==> config.mk <==
export PLATFORM = sky130hd
export DESIGN_NAME = instr_fetch_unit_flat
export DESIGN_NICKNAME = d
export VERILOG_FILES = /design/src/rtl/instr_fetch_unit_if.sv /design/src/rtl/instr_fetch_unit.sv /design/src/flat_wrapper.sv
export SDC_FILE = /design/constraint.sdc
export NUM_CORES = 1
export LEC_CHECK = 0
export ABC_CLOCK_PERIOD_IN_PS = 2500
export BUFFER_PORTS_ARGS = -buffer_cell sky130_fd_sc_hd__buf_2
export CORE_MARGIN = 10
export CORE_UTILIZATION = 51
export CTS_CLUSTER_SIZE = 20
export DETAILED_ROUTE_END_ITERATION = 8
export PLACE_DENSITY = 0.69
export SLEW_MARGIN = 20
export SYNTH_ARGS = -nofsm -noshare
export SYNTH_HDL_FRONTEND = slang
export SYNTH_SLANG_ARGS = --single-unit
==> constraint.sdc <==
create_clock -name clock -period 2.5 [get_ports clock]
set_input_delay 0.125 -clock clock [delete_from_list [all_inputs] [get_ports clock]]
set_output_delay 0.125 -clock clock [all_outputs]
set_load 0.01 [all_outputs]
==> src/rtl/instr_fetch_unit_if.sv <==
// Instruction bus between the fetch unit (master/producer) and the control unit (slave).
interface instr_fetch_unit_if;
  logic [15:0] instruction;
  logic        instr_valid;
  logic        instr_ready;

  modport master (output instruction, output instr_valid, input instr_ready);
  modport slave  (input instruction, input instr_valid, output instr_ready);
endinterface

==> src/rtl/instr_fetch_unit.sv <==
// Program memory and sequencer; issues datapath words over a valid/ready bus.
// Define INSTR_FETCH_LOOP_EN to enable the single-level counted hardware loop.
module instr_fetch_unit #(
  parameter int unsigned ADDR_WIDTH = 6,
  parameter int unsigned DEPTH      = 64,  // must equal 2**ADDR_WIDTH
  parameter logic [3:0]  OP_HALT    = 4'hF,
  parameter logic [3:0]  OP_JUMP    = 4'hE,
  parameter logic [3:0]  OP_LOOP    = 4'hD
) (
  input  logic                  clock,
  input  logic                  reset_n,
  input  logic                  load_en,
  input  logic [ADDR_WIDTH-1:0] load_addr,
  input  logic [15:0]           load_data,
  input  logic                  start,
  instr_fetch_unit_if.master    ibus,
  output logic [ADDR_WIDTH-1:0] pc,
  output logic                  busy,
  output logic                  done
);

  localparam logic [1:0] S_IDLE   = 2'd0;
  localparam logic [1:0] S_FETCH  = 2'd1;
  localparam logic [1:0] S_ISSUE  = 2'd2;
  localparam logic [1:0] S_HALTED = 2'd3;

  localparam logic [ADDR_WIDTH-1:0] PC_ONE = ADDR_WIDTH'(1);

  logic [1:0]  state;
  logic [15:0] mem [DEPTH];
  logic [15:0] word;
  logic [3:0]  opcode;
  logic [15:0] instr_q;
  logic        valid_q;
  logic        can_load;

`ifdef INSTR_FETCH_LOOP_EN
  logic       loop_active;
  logic [3:0] loop_cnt;
  logic [3:0] loop_n;
`endif

  always_comb begin
    word     = mem[pc];
    opcode   = word[15:12];
    can_load = load_en && ((state == S_IDLE) || (state == S_HALTED));
    busy     = (state == S_FETCH) || (state == S_ISSUE);
    done     = (state == S_HALTED);
    ibus.instruction = instr_q;
    ibus.instr_valid = valid_q;
`ifdef INSTR_FETCH_LOOP_EN
    loop_n   = word[11:8];
`endif
  end

  // Memory has no reset: program contents survive reset_n.
  always_ff @(posedge clock) begin
    if (can_load) begin
      mem[load_addr] <= load_data;
    end
  end

  always_ff @(posedge clock or negedge reset_n) begin
    if (!reset_n) begin
      state   <= S_IDLE;
      pc      <= '0;
      instr_q <= '0;
      valid_q <= 1'b0;
`ifdef INSTR_FETCH_LOOP_EN
      loop_active <= 1'b0;
      loop_cnt    <= '0;
`endif
    end else begin
      case (state)
        S_IDLE, S_HALTED: begin
          // A load in the same cycle wins over start.
          if (start && !load_en) begin
            pc    <= '0;
            state <= S_FETCH;
`ifdef INSTR_FETCH_LOOP_EN
            loop_active <= 1'b0;
            loop_cnt    <= '0;
`endif
          end
        end

        S_FETCH: begin
          if (opcode == OP_HALT) begin
            state <= S_HALTED;
          end else if (opcode == OP_JUMP) begin
            pc <= word[ADDR_WIDTH-1:0];
`ifdef INSTR_FETCH_LOOP_EN
          end else if (opcode == OP_LOOP) begin
            if (!loop_active) begin
              if (loop_n == 4'd0) begin
                pc <= pc + PC_ONE;
              end else begin
                loop_active <= 1'b1;
                loop_cnt    <= loop_n - 4'd1;
                pc          <= word[ADDR_WIDTH-1:0];
              end
            end else if (loop_cnt == 4'd0) begin
              loop_active <= 1'b0;
              pc          <= pc + PC_ONE;
            end else begin
              loop_cnt <= loop_cnt - 4'd1;
              pc       <= word[ADDR_WIDTH-1:0];
            end
`endif
          end else begin
            instr_q <= word;
            valid_q <= 1'b1;
            state   <= S_ISSUE;
          end
        end

        S_ISSUE: begin
          if (ibus.instr_ready) begin
            valid_q <= 1'b0;
            pc      <= pc + PC_ONE;
            state   <= S_FETCH;
          end
        end

        default: state <= S_IDLE;
      endcase
    end
  end

endmodule
==> src/flat_wrapper.sv <==
// flat-port wrapper written by rule: the top's interface ports become plain ports
module instr_fetch_unit_flat 
#(
  parameter int unsigned ADDR_WIDTH = 6,
  parameter int unsigned DEPTH      = 64,                             
  parameter logic [3:0]  OP_HALT    = 4'hF,
  parameter logic [3:0]  OP_JUMP    = 4'hE,
  parameter logic [3:0]  OP_LOOP    = 4'hD
)
  (clock, reset_n, load_en, load_addr, load_data, start, pc, busy, done, ibus_instruction, ibus_instr_valid, ibus_instr_ready);
  instr_fetch_unit_if ibus_i ();
  input  logic clock;
  input  logic reset_n;
  input  logic load_en;
  input  logic [ADDR_WIDTH-1:0] load_addr;
  input  logic [15:0] load_data;
  input  logic start;
  output logic [ADDR_WIDTH-1:0] pc;
  output logic busy;
  output logic done;
  output wire logic [$bits(ibus_i.instruction)-1:0] ibus_instruction;
  output wire logic [$bits(ibus_i.instr_valid)-1:0] ibus_instr_valid;
  input wire logic [$bits(ibus_i.instr_ready)-1:0] ibus_instr_ready;
  assign ibus_instruction = ibus_i.instruction;
  assign ibus_instr_valid = ibus_i.instr_valid;
  assign ibus_i.instr_ready = ibus_instr_ready;
  instr_fetch_unit #(.ADDR_WIDTH(ADDR_WIDTH), .DEPTH(DEPTH), .OP_HALT(OP_HALT), .OP_JUMP(OP_JUMP), .OP_LOOP(OP_LOOP)) u_core (.clock(clock), .reset_n(reset_n), .load_en(load_en), .load_addr(load_addr), .load_data(load_data), .start(start), .ibus(ibus_i), .pc(pc), .busy(busy), .done(done));
endmodule
; After elaboration in Yosys (flattened, before gate mapping)
; Memory sizes are Yosys's and may differ from the RTL's.
; Cells that the tools add are included.
; W data, S select, Z words.
[classes]
eq_ne = 11
muxes = 16
addsub = 1
reduce_logical = 12
n_bitwise = 2
[op_table]
columns = cell, n
row1 = $mux W6, 4
row2 = $pmux W6 S3, 1
row3 = $eq A4 B4 Y1 const B, 2
row4 = $mux W2, 4
row5 = $ne A2 B2 Y1 const B, 4
row6 = $reduce_and A4 Y1, 2
row7 = $add A6 B1 Y6 const B, 1
row8 = $pmux W2 S3, 1
row9 = $reduce_and A3 Y1, 2
row10 = $mux W1, 5
row11 = $eq A2 B2 Y1 const B, 2
row12 = $ne A3 B3 Y1 const B, 1
row13 = $eq A2 B1 Y1 const B, 1
row14 = $logic_and A1 B1 Y1, 2
row15 = $logic_not A2 Y1, 1
row16 = $logic_or A1 B1 Y1, 2
row17 = $ne A2 B1 Y1 const B, 1
row18 = $not A1 Y1, 2
row19 = $pmux W1 S2, 1
row20 = $reduce_bool A2 Y1, 1
row21 = $reduce_or A2 Y1, 1
row22 = $logic_not A1 Y1, 1
[totals]
register_bits = 25
output_inout_bits = 25
elab_cells = 47
mem_bits_rw = 1024
mem_count = 1
[mem_list]
columns = name, depth, word_bits, read_ports, rd_ports_with_merged_regs, wr, line_no
row1 = u_core.mem, 64, 16, 1, 0, 1, instr_fetch_unit.sv:30  ; logic [15:0] mem [DEPTH];

; Longest topological paths before layout
; Gate-level depths: netlist of run 1.
[depth]
ltp_word = 5
mapped_depth = 15
mapped_depth_nobuf = 8

; Least setup slack after synthesis of run 1
; Ideal clock, no wire load.
[synth_timing]
kind = reg-to-reg
from = reg u_core.pc[0]
to = reg u_core.instr_q[0], in the netlist u_core.ibus.instruction[0]
setup_time_ps = 125
path_buffers = 3
path_stages_with_launch = 9
arrival_time_ps = 2654
path_slack_ps = -278
path_cell_list = dfrtp_1 buf_6 buf_12 buf_6 mux4_2 mux4_2 o22a_1 a31oi_2 mux2_2
[synth_between]
elab_chain_len = 4
[synth_rtl]
columns = item, line_no
row1 = "start, declared", instr_fetch_unit.sv:17  ; output logic [ADDR_WIDTH-1:0] pc,
row2 = "start signal, assigned", instr_fetch_unit.sv:91  ; pc <= word[ADDR_WIDTH-1:0];
row3 = "start signal, assigned", instr_fetch_unit.sv:120  ; pc <= pc + PC_ONE;
row4 = $mem_v2 Z64 W16 *, -
row5 = "$eq A4 B4 Y1, on equally long branches", "instr_fetch_unit.sv:88, instr_fetch_unit.sv:90"
row6 = $not A1 Y1 (no line), -
row7 = $reduce_and A3 Y1 (no line), -
row8 = "end signal, assigned", instr_fetch_unit.sv:111  ; instr_q <= word;
row9 = "end, declared", instr_fetch_unit.sv:33  ; logic [15:0] instr_q;
; Every way passes the cells marked *; elsewhere a longest branch is shown, timed or not.
; A chain may end at the register's enable or synchronous reset.

; Worst setup path in the final report of run 1
[layout_timing]
from = reg u_core.pc[0]
to = reg u_core.pc[3]
[layout_between]
elab_chain_len = 4
[layout_rtl]
columns = item, line_no
row1 = $mem_v2 Z64 W16, -
row2 = "$eq A4 B4 Y1, or another cell as far along", instr_fetch_unit.sv:90  ; end else if (opcode == OP_JUMP) begin
row3 = $ne A2 B2 Y1 (no line) / $mux W6 (equally long branches), -
row4 = $reduce_and A4 Y1 (no line) / $pmux W6 S3 (equally long branches), -
; Several ways; a longest one is shown, not always the timed one. The select of a mux whose other input is x is not followed.

==> results of run 1 <==
[cell type report]
class                      count  area share, %
sequential                  1049           64.0
multi-input combinational    882           19.4
timing repair buffer         361           7.44
clock buffer                 122           5.32
tap                         1050           2.68
clock inverter                60           1.10
inverter                      11         0.0842
[state kept, by name (all words and copies together) (netlist names)]
signal	cells
u_core.ibus.instruction	16
u_core.ibus.instr_valid	1
u_core.pc	6
u_core.state	2
u_core.mem	1024
[stage by stage]
stage               setup slack, ps  area [µm²]  cells  hold slack, ps
finish                         -513       49000   3535            12.6
global route                   -615       49000   3535            47.2
CTS                            -423       48700   3525            14.0
detailed placement             -698       44800   3317             171
global placement               -589       44800   3317             144
floorplan                      -255       41000   2060            -171
[cell usage after synthesis (all sizes together) (7+ instances only)]
cell	count	area, µm²
nand2	80	300
edfxtp	1024	30700
o221ai	103	902
mux2i	227	2270
mux4	154	3470
o22ai	51	319
nand3	12	60.1
mux2	7	82.6
o21ai	12	60.1
o31ai	7	62.6
nor3	13	65.1
clkbuf	60	225
dfrtp	25	626
inv	10	37.5
buf	61	470
nor2	68	255
a211oi	37	293
nand2b	7	43.8
a21oi	37	185
a21o	8	60.1
[metal layers]
layer,track usage (%),routed length [µm]
met1,32.1,41700
met2,35.3,49800
met3,3.89,9590
met4,8.92,4170
met5,0,9
[critical path, cell delays in order (launching register included)]
cell,delay [ps]
dfrtp_4,550
buf_8,170
buf_12,120
buf_4,130
mux4_2,310
mux2i_1,60
buf_4,140
a211oi_2,390
a21o_4,290
nand4_1,160
a21o_1,260
mux2_4,310
[timing repair]
action | CTS | global route
endpoints found under the setup margin | 25 | 135
gates resized for setup | 82 | 44
setup buffers | 13 | 5
gates cloned | 6 | 3
endpoints found under the hold margin | 94 | 16
pin swaps | 21 | 10
hold buffers | 8 | 1
[logic make-up after synthesis]
kind of cell               share of synthesized area [%]
AOI/OAI and AO/OA                                   5.10
xor gates and xnor gates                          0.0641
adders and majority gates                          0.122
buffers and inverters                               1.80
DFF                                                 76.5
muxes                                               14.2
and+or+nand+nor                                     2.17
[path summary, 6_finish.rpt]
check | from | to | slack (ps) | cells past startpoint
max | u_core.pc[0]$_DFFE_PN0P_ | u_core.pc[3]$_DFFE_PN0P_ | -510 | 11
min | load_data[14] | u_core.mem[5][14]$_DFFE_PP_ | 10 | 1
max reg2reg | u_core.pc[0]$_DFFE_PN0P_ | u_core.pc[3]$_DFFE_PN0P_ | -510 | 11
min reg2reg | u_core.ibus.instruction[14]$_DFFE_PN0P_ | u_core.ibus.instruction[14]$_DFFE_PN0P_ | 540 | 2
max in group asynchronous | reset_n | u_core.pc[0]$_DFFE_PN0P_ | 1890 | 2
min in group asynchronous | reset_n | u_core.ibus.instruction[6]$_DFFE_PN0P_ | 110 | 2
[power by group through the flow]
stage | clock, mW | combinational, mW | sequential (mW)
finish | 14.6 | 9.29 | 19.9
global route | 15.4 | 9.71 | 19.9
CTS | 14.7 | 8.77 | 19.9
detailed placement | 0 | 7.97 | 20.3
global placement | 0 | 7.82 | 20.3
floorplan | 0 | 4.61 | 20.2
==> qor.csv, run 1 <==
metric;value;unit
Async SR Flop Fraction;2.38;%
DRC viols;0;
Crit Path Class;flop to flop;
Tot GR Track Use;22.7;%
synthesis-stage register bit count;1049;
TritonRoute pass-1 iters;5;
crit path max fanout;8;
max-slew violations;0;
Fillers;5505;
Reg clk slew, reported paths;60;ps
Rows;103;
Area Overhead vs Synth;19.6;%
Multi-input gate area;0.00949;mm²
worst-skew pair later-pin latency;660;ps
Synth Net Count;2091;
clock power share;33.3;%
post-route clock period utilization;121;%
Max clock buf depth;3;
DR iter-0 viols;2744;
first-pass GRT wire length;153000;µm
Die W;304;µm
violated checks;negative setup slack;
hpwl dp;65800;µm
CTS tree;built;
Seq/Total Area, Yosys;76.5;%
total core area;0.0794;mm²
die height;304;µm
Worst Hold Class;primary input to flop;
switch share;27.0;%
# setup viols final;25;
status;finished with violations;
DRT antenna net count;0;
via count;22300;
TNS Setup;-10320;ps
Setup WS post-layout;-513;ps
TritonCTS Buffers;99;
Max Clock Skew;19.9;ps
number of global-route vias before repair;22300;
Cell Area, Synth;0.0410;mm²
syn_area_per_cell;19.9;µm²
commonest non-fill, non-tap cell in the layout;edfxtp_1;
Net Switching;11.8;mW
CP Capture Type;flop;
Ports;52;
Final Util;61.7;%
sequential share of power;45.5;%
Pleak;15.6;nW
Final #Nets;2435;
Tot Pwr;43.8;mW
Syn Inst Count;2060;
Yosys warning count;0;
worst path required time;3030;ps
Internal;32.0;mW
number of diodes;0;
top_reg_cell synth;edfxtp_1;
die area;0.0921;mm²
VDD IR max;0.623;mV
Logic pwr share;21.2;%
number of flops mapped to enable cells by yosys;1024;
most frequent cells in the layout;1,024 x edfxtp_1, 216 x buf_4, 215 x mux2i_1, 154 x mux4_2, 102 x clkbuf_16;
global route overflow;0;
fin crit period;3010;ps
H-Tree Depth;3;
crit start category;flop;
Power Dens Cells;893;mW/mm²
WP data arrival;3550;ps
gpl congestion;0.926;
Slew @ Worst Pin;1120;ps
wirelength, routed;105000;µm
layout cells sized above 1;30.2;%
fmax;0.332;GHz
IO Port Bufs;51;
unrepaired setup endpoints after global routing;yes;
relative slew slack;25.5;%
Starting Density;51.6;%
largest net degree at the start of global routing;65;
CTS root buf;clkbuf_16;
MaxCap Viol Count;0;
Sequential Area;0.0314;mm²
initial antenna violation count;2;
number of sinks driven by the clock tree;1049;
Hold Fails Final Rpt;0;
routed len/inst;29.8;µm
Synth cell types;52;
vias per cell;6.32;
(Power assumes the default switching activity.)
==> inputs of run 2 (changes only) <==
--- a/config.mk
+++ b/config.mk
@@ -5,13 +5,13 @@
 export SDC_FILE = /design/constraint.sdc
 export NUM_CORES = 1
 export LEC_CHECK = 0
-export ABC_CLOCK_PERIOD_IN_PS = 2500
+export ABC_CLOCK_PERIOD_IN_PS = 3400
 export BUFFER_PORTS_ARGS = -buffer_cell sky130_fd_sc_hd__buf_2
 export CORE_MARGIN = 10
 export CORE_UTILIZATION = 51
 export CTS_CLUSTER_SIZE = 20
 export DETAILED_ROUTE_END_ITERATION = 8
-export PLACE_DENSITY = 0.69
+export PLACE_DENSITY = 0.67
 export SLEW_MARGIN = 20
 export SYNTH_ARGS = -nofsm -noshare
 export SYNTH_HDL_FRONTEND = slang
==> constraint.sdc (replaced) <==
create_clock -name clock -period 3.4 [get_ports clock]
set_input_delay 0.17 -clock clock [delete_from_list [all_inputs] [get_ports clock]]
set_output_delay 0.17 -clock clock [all_outputs]
set_load 0.01 [all_outputs]
==> qor.csv, run 2 (synthesized netlist as in run 1, its figures left out) <==
metric;value;unit;change
Tot GR Track Use;22.1;%;-0.64 points
largest delay contributor family on the critical path;compound AO/OA/AOI/OAI gates;;
final instance area;0.0469;mm²;-4.3%
area post-placement;0.0434;mm²;-3.1%
Max clock buf depth;3;;unchanged
via count;21400;;-4.0%
gpl congestion;0.899;;-2.9%
setup slack, reg-to-reg;150;ps;+660 ps
worst path required time;3970;ps;+940 ps
wirelength, routed;102000;µm;-3.2%
DR iter-0 viols;2462;;-10%
Tot Pwr;31.6;mW;-28%
crit start category;flop;;
vias per cell;6.28;;-0.65%
DRT antenna net count;0;;unchanged
GRT met3 Usage;4.42;%;+0.53 points
post-route clock period utilization;95.7;%;-25 points
first-pass GRT wire length;148000;µm;-3.5%
GR Layer Usage met1;30.5;%;-1.6 points
crit path max fanout;25;;+17
TritonCTS Buffers;105;;+6.1%
VDD IR max;0.466;mV;-25%
Area Overhead vs Synth;14.5;%;
Hold Fails Final Rpt;0;;unchanged
Slew @ Worst Pin;1030;ps;-87.9 ps
# Post-CTS Setup Buffers;0;;-13
fin crit period;3250;ps;+240 ps
Crit path depth;12;;+1
commonest non-fill, non-tap cell in the layout;edfxtp_1;;
sequential share of power;46.3;%;+0.8 points
Ports;52;;unchanged
worst-skew pair later-pin latency;670;ps;about the same
Post-Layout Cell Count;3415;;-3.4%
Final #Nets;2307;;-5.3%
Starting Density;51.6;%;unchanged
Power Dens Cells;674;mW/mm²;-25%
status;finished, final reports clean;;
WP data arrival;3820;ps;+270 ps
CP Capture Type;flop;;
most utilized layer in the global route result;met2;;
layout cells sized above 1;23.8;%;-6.4 points
largest register by flop count;u_core.mem;;
die area;0.0921;mm²;unchanged
H-Tree Depth;3;;unchanged
Final Util;59.1;%;-2.6 points
TritonRoute pass-1 iters;5;;unchanged
Multi-input gate area;0.00892;mm²;-6.0%
Reg clk slew, reported paths;60;ps;about the same
largest net degree at the start of global routing;65;;unchanged
CTS tree;built;;
unrepaired setup endpoints after global routing;no;;
initial antenna violation count;4;;+2
MaxCap Viol Count;0;;unchanged
routed len/inst;29.8;µm;+0.20%
number of placed cells counting well taps;3217;;-3.0%
clock power share;36.7;%;+3.4 points
switch share;26.0;%;-1.1 points
Setup WS post-layout;147;ps;+660 ps
number of global-route vias before repair;21200;;-4.9%
Crit Path Class;flop to flop;;
Sequential Area;0.0314;mm²;unchanged
# setup viols final;0;;-100%
Internal;23.4;mW;-27%
DRC viols;0;;unchanged
TNS Setup;0;ps;+10,320 ps
critical path's largest stage delay;580;ps;+30 ps
worst path cell trace;buf_12, nand2b_4, buf_4, o221ai_1, buf_4, o22ai_1, a211oi_1, a21oi_1, buf_4, nand2_1, a22oi_1, o31ai_1;;
Pleak;14.8;nW;-5.0%
relative slew slack;31.3;%;+5.9 points
WP buf/inv;4;;unchanged
die height;304;µm;unchanged
Worst Hold Class;primary input to flop;;
Fillers;5762;;+4.7%
Net Switching;8.21;mW;-31%
hpwl dp;61500;µm;-6.6%
Die W;304;µm;unchanged
global route overflow;0;;unchanged
worst hold path depth;1;;unchanged
Worst Reg-to-Reg Cells;12;;+1
setup slack at placement;183;ps;+880 ps
Max Clock Skew;20.7;ps;+0.785 ps
most used cell, CP;buf_4;;
M2 GR Usage;35.4;%;+0.17 points
worst hold margin;40.8;ps;+28.2 ps
IO Port Bufs;51;;unchanged
Logic pwr share;17.1;%;-4.1 points
max-slew violations;0;;unchanged
Rows;103;;unchanged
number of sinks driven by the clock tree;1049;;unchanged
most frequent cells in the layout;1,024 x edfxtp_1, 227 x mux2i_1, 169 x buf_4, 154 x mux4_2, 107 x clkbuf_16;;
max reg flops;1024;;unchanged
fmax;0.307;GHz;-7.4%
CTS root buf;clkbuf_16;;
critical path's slowest cell;a211oi_1;;
total core area;0.0794;mm²;unchanged
run 2: cell count changes in the layout (fill, tap and decap cells not counted), sizes merged:
cell	delta
dlygate4sd3	-7
bufinv	+4
bufbuf	-2
buf	-121
diode	+1
a31o	-3
clkinvlp	-4
clkbuf	+14
inv	+2
clkinv	-4
run 2: power groups by stage:
stage	combinational, mW	clock (mW)	sequential, mW
finish	5.41	11.6	14.6
global route	5.74	12.3	14.6
CTS	5.38	11.8	14.6
detailed placement	5.35	0	14.9
global placement	5.27	0	14.9
floorplan	3.36	0	14.8
run 2: what timing repair did:
item                                   CTS  global route
endpoints found under the hold margin   26             0
gates resized for setup                  0             2
hold buffers                             2             0
setup endpoints to repair                0             3
run 2: worst reg2reg max path, cell delays in order (launching register included):
cell	delay, ps
dfrtp_4	540
buf_12	200
nand2b_4	250
buf_4	260
o221ai_1	300
buf_4	200
o22ai_1	80
a211oi_1	580
a21oi_1	90
buf_4	190
nand2_1	140
a22oi_1	110
o31ai_1	210
run 2: layer usage:
| metal | up-vias | part of all wire (%) |
|---|---|---|
| met5 | - | 0.036 |
| met2 | 1010 | 49 |
| met1 | 11200 | 40 |
| met4 | 6 | 2.4 |
| li1 | 9048 | - |
| met3 | 148 | 8.9 |
run 2: path summary, 6_finish.rpt:
path	from	to
max in group asynchronous	reset_n	u_core.pc[0]$_DFFE_PN0P_
worst min register to register	u_core.ibus.instruction[5]$_DFFE_PN0P_	u_core.ibus.instruction[5]$_DFFE_PN0P_
min in group asynchronous	reset_n	u_core.ibus.instruction[2]$_DFFE_PN0P_
worst max register to register	u_core.pc[1]$_DFFE_PN0P_	u_core.pc[5]$_DFFE_PN0P_
worst max-delay path	u_core.pc[1]$_DFFE_PN0P_	u_core.pc[5]$_DFFE_PN0P_
worst min-delay path	load_data[15]	u_core.mem[16][15]$_DFFE_PP_
run 2: area by class of cell:
cell class	instances	share of cell area, %
Sequential cell	1049	66.9
Multi-Input combinational cell	879	19.0
Clock buffer	137	6.07
Timing Repair Buffer	230	3.79
Tap cell	1050	2.80
Clock inverter	58	1.34
Inverter	11	0.0880
Antenna cell	1	0.00533
